## config.mk

```make
export PLATFORM = sky130hd
export DESIGN_NAME = button_debounce_multi
export DESIGN_NICKNAME = d
export VERILOG_FILES = /design/src/rtl/button_debounce_multi_pkg.sv /design/src/rtl/button_debounce_multi_debounce_channel.sv /design/src/rtl/button_debounce_multi.sv
export SDC_FILE = /design/constraint.sdc
export NUM_CORES = 1
export LEC_CHECK = 0
export ABC_AREA = 1
export BUFFER_PORTS_ARGS = -buffer_cell sky130_fd_sc_hd__buf_4
export CAP_MARGIN = 25
export CORE_MARGIN = 2
export CORE_UTILIZATION = 58
export DETAILED_ROUTE_END_ITERATION = 16
export PLACE_DENSITY = 0.81
export SLEW_MARGIN = 15
export SYNTH_ARGS = -nofsm -noshare
export SYNTH_HDL_FRONTEND = slang
export SYNTH_SLANG_ARGS = --single-unit
```

## constraint.sdc

```tcl
create_clock -name clk -period 1.8 [get_ports clk]
set_input_delay 0.36 -clock clk [delete_from_list [all_inputs] [get_ports clk]]
set_output_delay 0.36 -clock clk [all_outputs]
set_load 0.01 [all_outputs]
```

## src/rtl/button_debounce_multi_pkg.sv

```systemverilog
// Shared types and elaboration helpers for the multi-channel button debouncer.
package btn_pkg;

   typedef enum logic [1:0] {
      IDLE       = 2'd0,
      PRESS_DB   = 2'd1,
      PRESSED    = 2'd2,
      RELEASE_DB = 2'd3
   } btn_state_t;

   // Smallest w with 2**w >= value (0 for value <= 1).
   function automatic int clog2_width(input int value);
      int w;
      w = 0;
      for (int i = 0; i < 31; i++) begin
         if ((64'd1 << i) < 64'(value)) begin
            w = i + 1;
         end
      end
      return w;
   endfunction

   function automatic int ms_to_cycles(input int clk_hz, input int ms);
      return (clk_hz / 1000) * ms;
   endfunction

endpackage

```

## src/rtl/button_debounce_multi_debounce_channel.sv

```systemverilog
// One button channel: 2-flop synchroniser, debounce FSM, long-press timer
// and registered level/strobe outputs.
module debounce_channel
   import btn_pkg::*;
#(
   parameter int DB_CYCLES   = 4,
   parameter int LONG_CYCLES = 10,
   parameter int ACTIVE_LOW  = 1
) (
   input  logic clk,
   input  logic reset,
   input  logic btn_in,
   output logic btn_level,
   output logic press_pulse,
   output logic release_pulse,
   output logic long_pulse
);

   localparam int   CW      = clog2_width(DB_CYCLES) + 1;
   localparam int   LW      = clog2_width(LONG_CYCLES) + 1;
   localparam logic REL_LVL = (ACTIVE_LOW != 0) ? 1'b1 : 1'b0;

   logic          sync1_r;
   logic          sync2_r;
   logic          pressed_s;
   btn_state_t    state_r;
   logic [CW-1:0] cnt_r;
   logic [LW-1:0] lcnt_r;
   logic          long_fired_r;
   logic          level_r;
   logic          press_r;
   logic          release_r;
   logic          long_r;

   assign pressed_s = sync2_r ^ REL_LVL;

   // Bring the asynchronous pin into the clk domain.
   always_ff @(posedge clk) begin
      if (reset) begin
         sync1_r <= REL_LVL;
         sync2_r <= REL_LVL;
      end else begin
         sync1_r <= btn_in;
         sync2_r <= sync1_r;
      end
   end

   // Debounce state machine with long-press detection; strobes default low.
   always_ff @(posedge clk) begin
      if (reset) begin
         state_r      <= IDLE;
         cnt_r        <= '0;
         lcnt_r       <= '0;
         long_fired_r <= 1'b0;
         level_r      <= 1'b0;
         press_r      <= 1'b0;
         release_r    <= 1'b0;
         long_r       <= 1'b0;
      end else begin
         press_r   <= 1'b0;
         release_r <= 1'b0;
         long_r    <= 1'b0;
         case (state_r)
            IDLE: begin
               if (pressed_s) begin
                  state_r <= PRESS_DB;
                  cnt_r   <= '0;
               end
            end
            PRESS_DB: begin
               if (!pressed_s) begin
                  state_r <= IDLE;
               end else if (cnt_r == CW'(DB_CYCLES - 1)) begin
                  state_r      <= PRESSED;
                  level_r      <= 1'b1;
                  press_r      <= 1'b1;
                  lcnt_r       <= '0;
                  long_fired_r <= 1'b0;
               end else begin
                  cnt_r <= cnt_r + CW'(1);
               end
            end
            PRESSED: begin
               if (!pressed_s) begin
                  state_r <= RELEASE_DB;
                  cnt_r   <= '0;
               end else if (!long_fired_r) begin
                  if (lcnt_r == LW'(LONG_CYCLES - 1)) begin
                     long_r       <= 1'b1;
                     long_fired_r <= 1'b1;
                  end else begin
                     lcnt_r <= lcnt_r + LW'(1);
                  end
               end
            end
            RELEASE_DB: begin
               // A bounce back to pressed resumes the press with timers intact.
               if (pressed_s) begin
                  state_r <= PRESSED;
               end else if (cnt_r == CW'(DB_CYCLES - 1)) begin
                  state_r   <= IDLE;
                  level_r   <= 1'b0;
                  release_r <= 1'b1;
               end else begin
                  cnt_r <= cnt_r + CW'(1);
               end
            end
            default: begin
               state_r <= IDLE;
               level_r <= 1'b0;
            end
         endcase
      end
   end

   assign btn_level     = level_r;
   assign press_pulse   = press_r;
   assign release_pulse = release_r;
   assign long_pulse    = long_r;

endmodule

```

## src/rtl/button_debounce_multi.sv

```systemverilog
// N independent debounced button channels with press, release and
// long-press strobes; polarity normalised so 1 means pressed.
module button_debounce_multi
   import btn_pkg::*;
#(
   parameter int CHANNELS    = 4,
   parameter int CLK_HZ      = 50_000_000,
   parameter int DEBOUNCE_MS = 20,
   parameter int LONG_MS     = 1000,
   parameter int ACTIVE_LOW  = 1
) (
   input  logic                clk,
   input  logic                reset,
   input  logic [CHANNELS-1:0] btn_in,
   output logic [CHANNELS-1:0] btn_level,
   output logic [CHANNELS-1:0] press_pulse,
   output logic [CHANNELS-1:0] release_pulse,
   output logic [CHANNELS-1:0] long_pulse
);

   localparam int DB_CYCLES   = ms_to_cycles(CLK_HZ, DEBOUNCE_MS);
   localparam int LONG_CYCLES = ms_to_cycles(CLK_HZ, LONG_MS);

   generate
      if (CHANNELS < 1 || DB_CYCLES < 1 || LONG_CYCLES <= DB_CYCLES) begin : g_bad_params
         $error("button_debounce_multi: invalid CHANNELS/DEBOUNCE_MS/LONG_MS");
      end
   endgenerate

   generate
      for (genvar i = 0; i < CHANNELS; i++) begin : g_ch
         debounce_channel #(
            .DB_CYCLES   (DB_CYCLES),
            .LONG_CYCLES (LONG_CYCLES),
            .ACTIVE_LOW  (ACTIVE_LOW)
         ) u_ch (
            .clk           (clk),
            .reset         (reset),
            .btn_in        (btn_in[i]),
            .btn_level     (btn_level[i]),
            .press_pulse   (press_pulse[i]),
            .release_pulse (release_pulse[i]),
            .long_pulse    (long_pulse[i])
         );
      end
   endgenerate

endmodule
```

==> flow_summary.yaml, run 1 <==
outcome:
  status: "complete, no violations"
floorplan:
  die_h_um: 160
  rows: 57
  initial_core_util: 0.586
  io_pins: 22
  dieArea_mm2: 0.0255
  core_mm2: 0.0240
  die_x_um: 160
clock_network:
  cts_sinks: 228
  cts_tree: "built"
  clkTransAtPathRegs_ps: 60
  htree_levels: 1
  clockBufferDepth: 3
  clock_latency_ps: 530
  numCtsBuffers: 27
  cts-root-buf: "clkbuf_16"
critical_path:
  criticalPathCategory: "flop to flop"
  arrival_ps: 2230
  worstPathRequired_ps: 2230
  start_kind: "flop"
  startpoint: "g_ch[0].u_ch.cnt_r[1]$_SDFFE_PP0P_"
  critPathMaxFanout: 8
  critPathCaptureType: "flop"
  worstReg2RegStart: "g_ch[0].u_ch.cnt_r[1]$_SDFFE_PP0P_"
grt:
  grt_pass1_wl_um: 60400
  grt_pass1_vias: 13700
  antenna_found_initial: 0
  grt_use_total: 0.271
  grt_max_degree: 43
  gr-total-overflow: 0
yosys:
  syn-cell-area_mm2: 0.0141
  async_flop_share: 0
  seq_area_frac_synth: 0.324
  ys_types: 46
  netlist.area_leader.share: 0.324
  netlist_instances: 2330
  synth_nets: 2344
  ys.flop_type: "dfxtp_1"
  yosys_warnings: 0
  post-synth-top-area-cell: "dfxtp_1"
  synth_area_leaders: "dfxtp_1, nand2_1, nor2_1"
  syn_avg_cell_area_um2: 6.04
  ys_seq_elements: 228
  synth_edf_count: 0
layout:
  final_cell_mix: "nand2_1, nor2_1, inv_1"
  antenna-diode-count: 0
  fin_area_mm2: 0.0171
  drive_above_1_share: 0.186
  area_delta_synth_final_pct: 21.6
  final_common_cell: "nand2_1"
  finalNetCount: 2465
  nFillCells: 1964
sta:
  tns_ps: 0
  rsz0062_at_grt: "true"
  timing.final.crit_share: 0.998
  setup_slack_ps: 3.59
  relSlewSlack: 0.677
  tightest_slew_ps: 484
  setup_violations: 0
  fin_crit_ps: 1800
  finalHoldViolCount: 0
  max_freq_mhz: 557
  clock-skew-final_ps: 6.49
  slew_viol_final: 0
power:
  total_power_w: 0.0109
  power_leakage_nw: 6.51
  powerDensity_mw_per_mm2: 639
  ir_drop_mv: 0.687
drt:
  drc: 0
  ant_nets: 0
  wl_per_cell_um: 13.7
  vias: 15200
  via_per_inst: 5.45
  drt_iter0_markers: 1279
  drt-total-wl_um: 38200
  drt_first_pass_iters: 9
min_path:
  worstHoldPathType: "primary input to flop"
  hp-start: "btn_in[1]"
placement:
  gp_congestion: 0.931
  dpl_cell_area_mm2: 0.0152
  pre_cts_ws_ps: -58.7
  dpl.hpwl_um: 25200
  portBuffers: 21
run:
  cap_viol_max_count: 0
[flip-flops by register name, summed over array words and instances (netlist names), named ones only]
name and count:
g_ch.u_ch.long_fired_r 4, g_ch.u_ch.lcnt_r 108, g_ch.u_ch.sync1_r 4, g_ch.u_ch.btn_level 4, g_ch.u_ch.long_pulse 4, g_ch.u_ch.state_r 4, g_ch.u_ch.sync2_r 4, g_ch.u_ch.cnt_r 84
g_ch.u_ch.release_pulse 4, g_ch.u_ch.press_pulse 4
[worst max-delay path: stages, from the launching register on]
cell	delay [ps]
dfxtp_2	360
ha_4	160
inv_4	40
nor2_4	80
inv_2	60
nor2_4	100
nand3_4	100
nand2_4	110
nand2_4	70
nor2_8	240
clkbuf_16	210
nand2_2	50
nand2_1	80
nor2_2	40
[cells in the mapped netlist, types with 6 or more instances]
library cell / n
nand2_1: 721
nor2_1: 391
inv_1: 246
dfxtp_1: 228
nand3_1: 160
a21oi_1: 127
o21ai_0: 69
nand4_1: 58
nor3_1: 57
xor2_1: 42
clkbuf_1: 26
buf_4: 22
buf_2: 20
inv_2: 14
or2_2: 14
xnor2_1: 13
a21oi_2: 12
nor4_1: 11
nand2_2: 10
nor2_2: 10
buf_6: 9
nor3b_1: 9
ha_1: 8
and2_1: 6
buf_1: 6
[stage by stage]
step                instances   util  hold slack (ps)
detailed placement       2716  0.631              398
global route             2791  0.712             22.5
finish                   2791  0.712             28.2
global placement         2716  0.631              398
floorplan                2330      -              389
CTS                      2764  0.670             19.3
[cells by family after synthesis]
logic type | Yosys count | share of synthesized area
simple gates | 1467 | 0.443
buf+inv | 345 | 0.105
flops | 228 | 0.324
compound gates | 227 | 0.0869
xor+xnor | 55 | 0.0342
fa+ha+maj | 8 | 0.00711
[area by class of cell]
type	count	area, um^2	share of cell area
Multi-Input combinational cell	1757	8620	0.504
Inverter	260	986	0.0576
Tap cell	324	405	0.0237
Timing Repair Buffer	177	1610	0.0939
Sequential cell	228	4610	0.269
Clock buffer	37	763	0.0446
Clock inverter	8	121	0.00709
[power by group]
part	total [W]	leakage (nW)	switching (W)	internal (W)
Clock	0.00550	0.433	0.00213	0.00336
Sequential	0.00508	1.85	0.0000176	0.00506
Combinational	0.000360	4.23	0.000244	0.000117
[per-layer routing]
metal  vias to the layer above  GRT usage  routed length [um]
met4                         0     0.0790                1190
met2                       533      0.481               18400
met5                         -          0                   0
li1                       7603          -                   -
met1                      6971      0.347               16300
met3                       117     0.0327                2310
[timing repair]
item,CTS,global route
gates resized for setup,7,220
hold endpoints to repair,2,0
hold buffers,2,0
setup buffers,1,14
setup endpoints to repair,34,161
pin swaps,3,56
gates cloned,0,13
[worst paths after layout]
| check | slack [ps] | end | cells after the start |
|---|---|---|---|
| max | 4 | g_ch[0].u_ch.lcnt_r[24]$_SDFFE_PP0P_ | 13 |
| min | 30 | g_ch[1].u_ch.sync1_r$_SDFF_PP1_ | 2 |
| min reg2reg | 420 | g_ch[1].u_ch.sync2_r$_SDFF_PP1_ | 1 |
| max reg2reg | 4 | g_ch[0].u_ch.lcnt_r[24]$_SDFFE_PP0P_ | 13 |
(Power assumes the default switching activity.)
==> run 2: changes to the inputs <==
Settings changed: CORE_ASPECT_RATIO set to 0.5.
==> run 2 against run 1 <==
  * The run now ends with setup timing left
  * Global-route usage increased by 0.30 points
  * Largest cell class unchanged
  * Design area decreased by 0.86%
  * Routed wire length decreased by 1.8%
  * Hold slack improved by 0.81 ps
  * Clock skew increased by 2.1 ps
  * Largest power group unchanged
  * Clock power decreased by 6.0%
  * Count of clock-buffer cells in the layout decreased by 6
  * Flip-flop and latch count unchanged
  * Setup slack got worse by 44 ps
  * Power decreased by 3.0%
  * Non-clock buffer count increased by 14
  * Combinational power about the same
==> flow_summary.yaml, run 2 (synthesis gave the netlist of run 1 again) <==
placement:
  pre_cts_ws_ps: 14.1
  portBuffers: 21
  gp_congestion: 0.966
  dpl.hpwl_um: 24600
grt:
  grt_max_degree: 37
  antenna_found_initial: 0
  grt_use_total: 0.274
  grt_pass1_wl_um: 59700
  gr-total-overflow: 0
  grt_pass1_vias: 13100
clock_network:
  clkTransAtPathRegs_ps: 60
  numCtsBuffers: 23
  htree_levels: 1
  cts_sinks: 228
  cts-root-buf: "clkbuf_16"
  clockBufferDepth: 3
  cts_tree: "built"
  clock_latency_ps: 520
layout:
  top_regs: "g_ch.u_ch.lcnt_r: 108 flops, g_ch.u_ch.cnt_r: 84 flops"
  multiInputGateArea_mm2: 0.00852
  seq_area_mm2: 0.00460
  final_common_cell: "nand2_1"
  largest_register_ffs: 108
  area_delta_synth_final_pct: 20.6
  drive_above_1_share: 0.174
  finalNetCount: 2475
  final_cell_mix: "nand2_1, nor2_1, inv_1"
  top_register: "g_ch.u_ch.lcnt_r"
  antenna-diode-count: 0
  nFillCells: 1930
floorplan:
  initial_core_util: 0.588
  die_x_um: 224
  dieArea_mm2: 0.0256
  io_pins: 22
  die_h_um: 114
  rows: 40
  core_mm2: 0.0239
sta:
  relSlewSlack: 0.720
  timing.final.crit_share: 1.02
  rsz0062_at_grt: "true"
  tightest_slew_ps: 417
  finalHoldViolCount: 0
  hold_slack_ps: 29.1
  slew_viol_final: 0
  setup_violations: 14
  clock-skew-final_ps: 8.56
  setup_slack_ps: -40.2
  max_freq_mhz: 543
  fin_crit_ps: 1840
critical_path:
  critPathCaptureType: "flop"
  arrival_ps: 2260
  start_kind: "flop"
  critPathMaxFanout: 6
  worstPathRequired_ps: 2220
  criticalPathCategory: "flop to flop"
outcome:
  status: "finished, violations left"
  failed_checks: "setup timing"
drt:
  ant_nets: 0
  via_per_inst: 5.36
  wl_per_cell_um: 13.4
  drc: 0
  drt_iter0_markers: 1289
  drt-total-wl_um: 37500
  drt_first_pass_iters: 5
  vias: 15000
power:
  powerDensity_mw_per_mm2: 625
  ir_drop_mv: 0.563
  power_leakage_nw: 6.49
run:
  cap_viol_max_count: 0
min_path:
  worstHoldPathType: "primary input to flop"
-- run 2: stage by stage --
stage / power (W) / area, um^2 / TNS [ps] / util / instances
floorplan: 0.00540 / 14100 / 0 / - / 2330
finish: 0.0106 / 17000 / -386 / 0.709 / 2792
global placement: 0.00552 / 15300 / 0 / 0.639 / 2720
global route: 0.0109 / 17000 / -3160 / 0.709 / 2792
detailed placement: 0.00552 / 15300 / 0 / 0.639 / 2720
CTS: 0.0107 / 16100 / 0 / 0.675 / 2762
-- run 2: path summary, 6_finish.rpt --
| check | startpoint | end | slack [ps] | cells after the start |
|---|---|---|---|---|
| worst max-delay path | g_ch[1].u_ch.lcnt_r[0]$_SDFFE_PP0P_ | g_ch[1].u_ch.lcnt_r[23]$_SDFFE_PP0P_ | -40 | 12 |
| worst min-delay path | btn_in[0] | g_ch[0].u_ch.sync1_r$_SDFF_PP1_ | 30 | 2 |
| worst max register to register | g_ch[1].u_ch.lcnt_r[0]$_SDFFE_PP0P_ | g_ch[1].u_ch.lcnt_r[23]$_SDFFE_PP0P_ | -40 | 12 |
| worst min register to register | g_ch[3].u_ch.sync1_r$_SDFF_PP1_ | g_ch[3].u_ch.sync2_r$_SDFF_PP1_ | 410 | 1 |
-- run 2: final cells by class --
cell class                 instances  share of cell area
clock buffer                      31              0.0381
sequential                       228               0.271
clock inverter                    10             0.00922
multi-input combinational       1757               0.502
timing repair buffer             191              0.0987
tap                              315              0.0232
inverter                         260              0.0580
-- run 2: worst max-delay path, cell delays in order (launching register included) --
cell       delay [ps]
dfxtp_2           340
ha_1              220
nand2_1           130
inv_2              80
nand2_1           110
inv_1              80
nand3_2            90
nand2_1            80
nor2_4            240
clkbuf_16         230
nand2_4            50
nand2_1            50
nor2_1             40
-- run 2: per-layer routing --
layer | vias to the layer above | track usage | wire length [um]
met5 | - | 0 | 0
met4 | 0 | 0.0605 | 809
met3 | 76 | 0.0400 | 2140
met2 | 439 | 0.482 | 17800
met1 | 6812 | 0.360 | 16800
li1 | 7626 | - | -
-- run 2: report_power, final --
part           switching (W)  internal, W  leakage (nW)
Clock                0.00208      0.00309         0.394
Combinational       0.000244     0.000117          4.25
Sequential         0.0000163      0.00506          1.85
-- run 2: repair_timing --
action | 4_1_cts | 5_1_grt
hold buffers | 0 | 0
endpoints found under the setup margin | 16 | 174
pin swaps | 2 | 45
setup buffers | 0 | 22
resized for setup | 9 | 170
cloned | 1 | 8
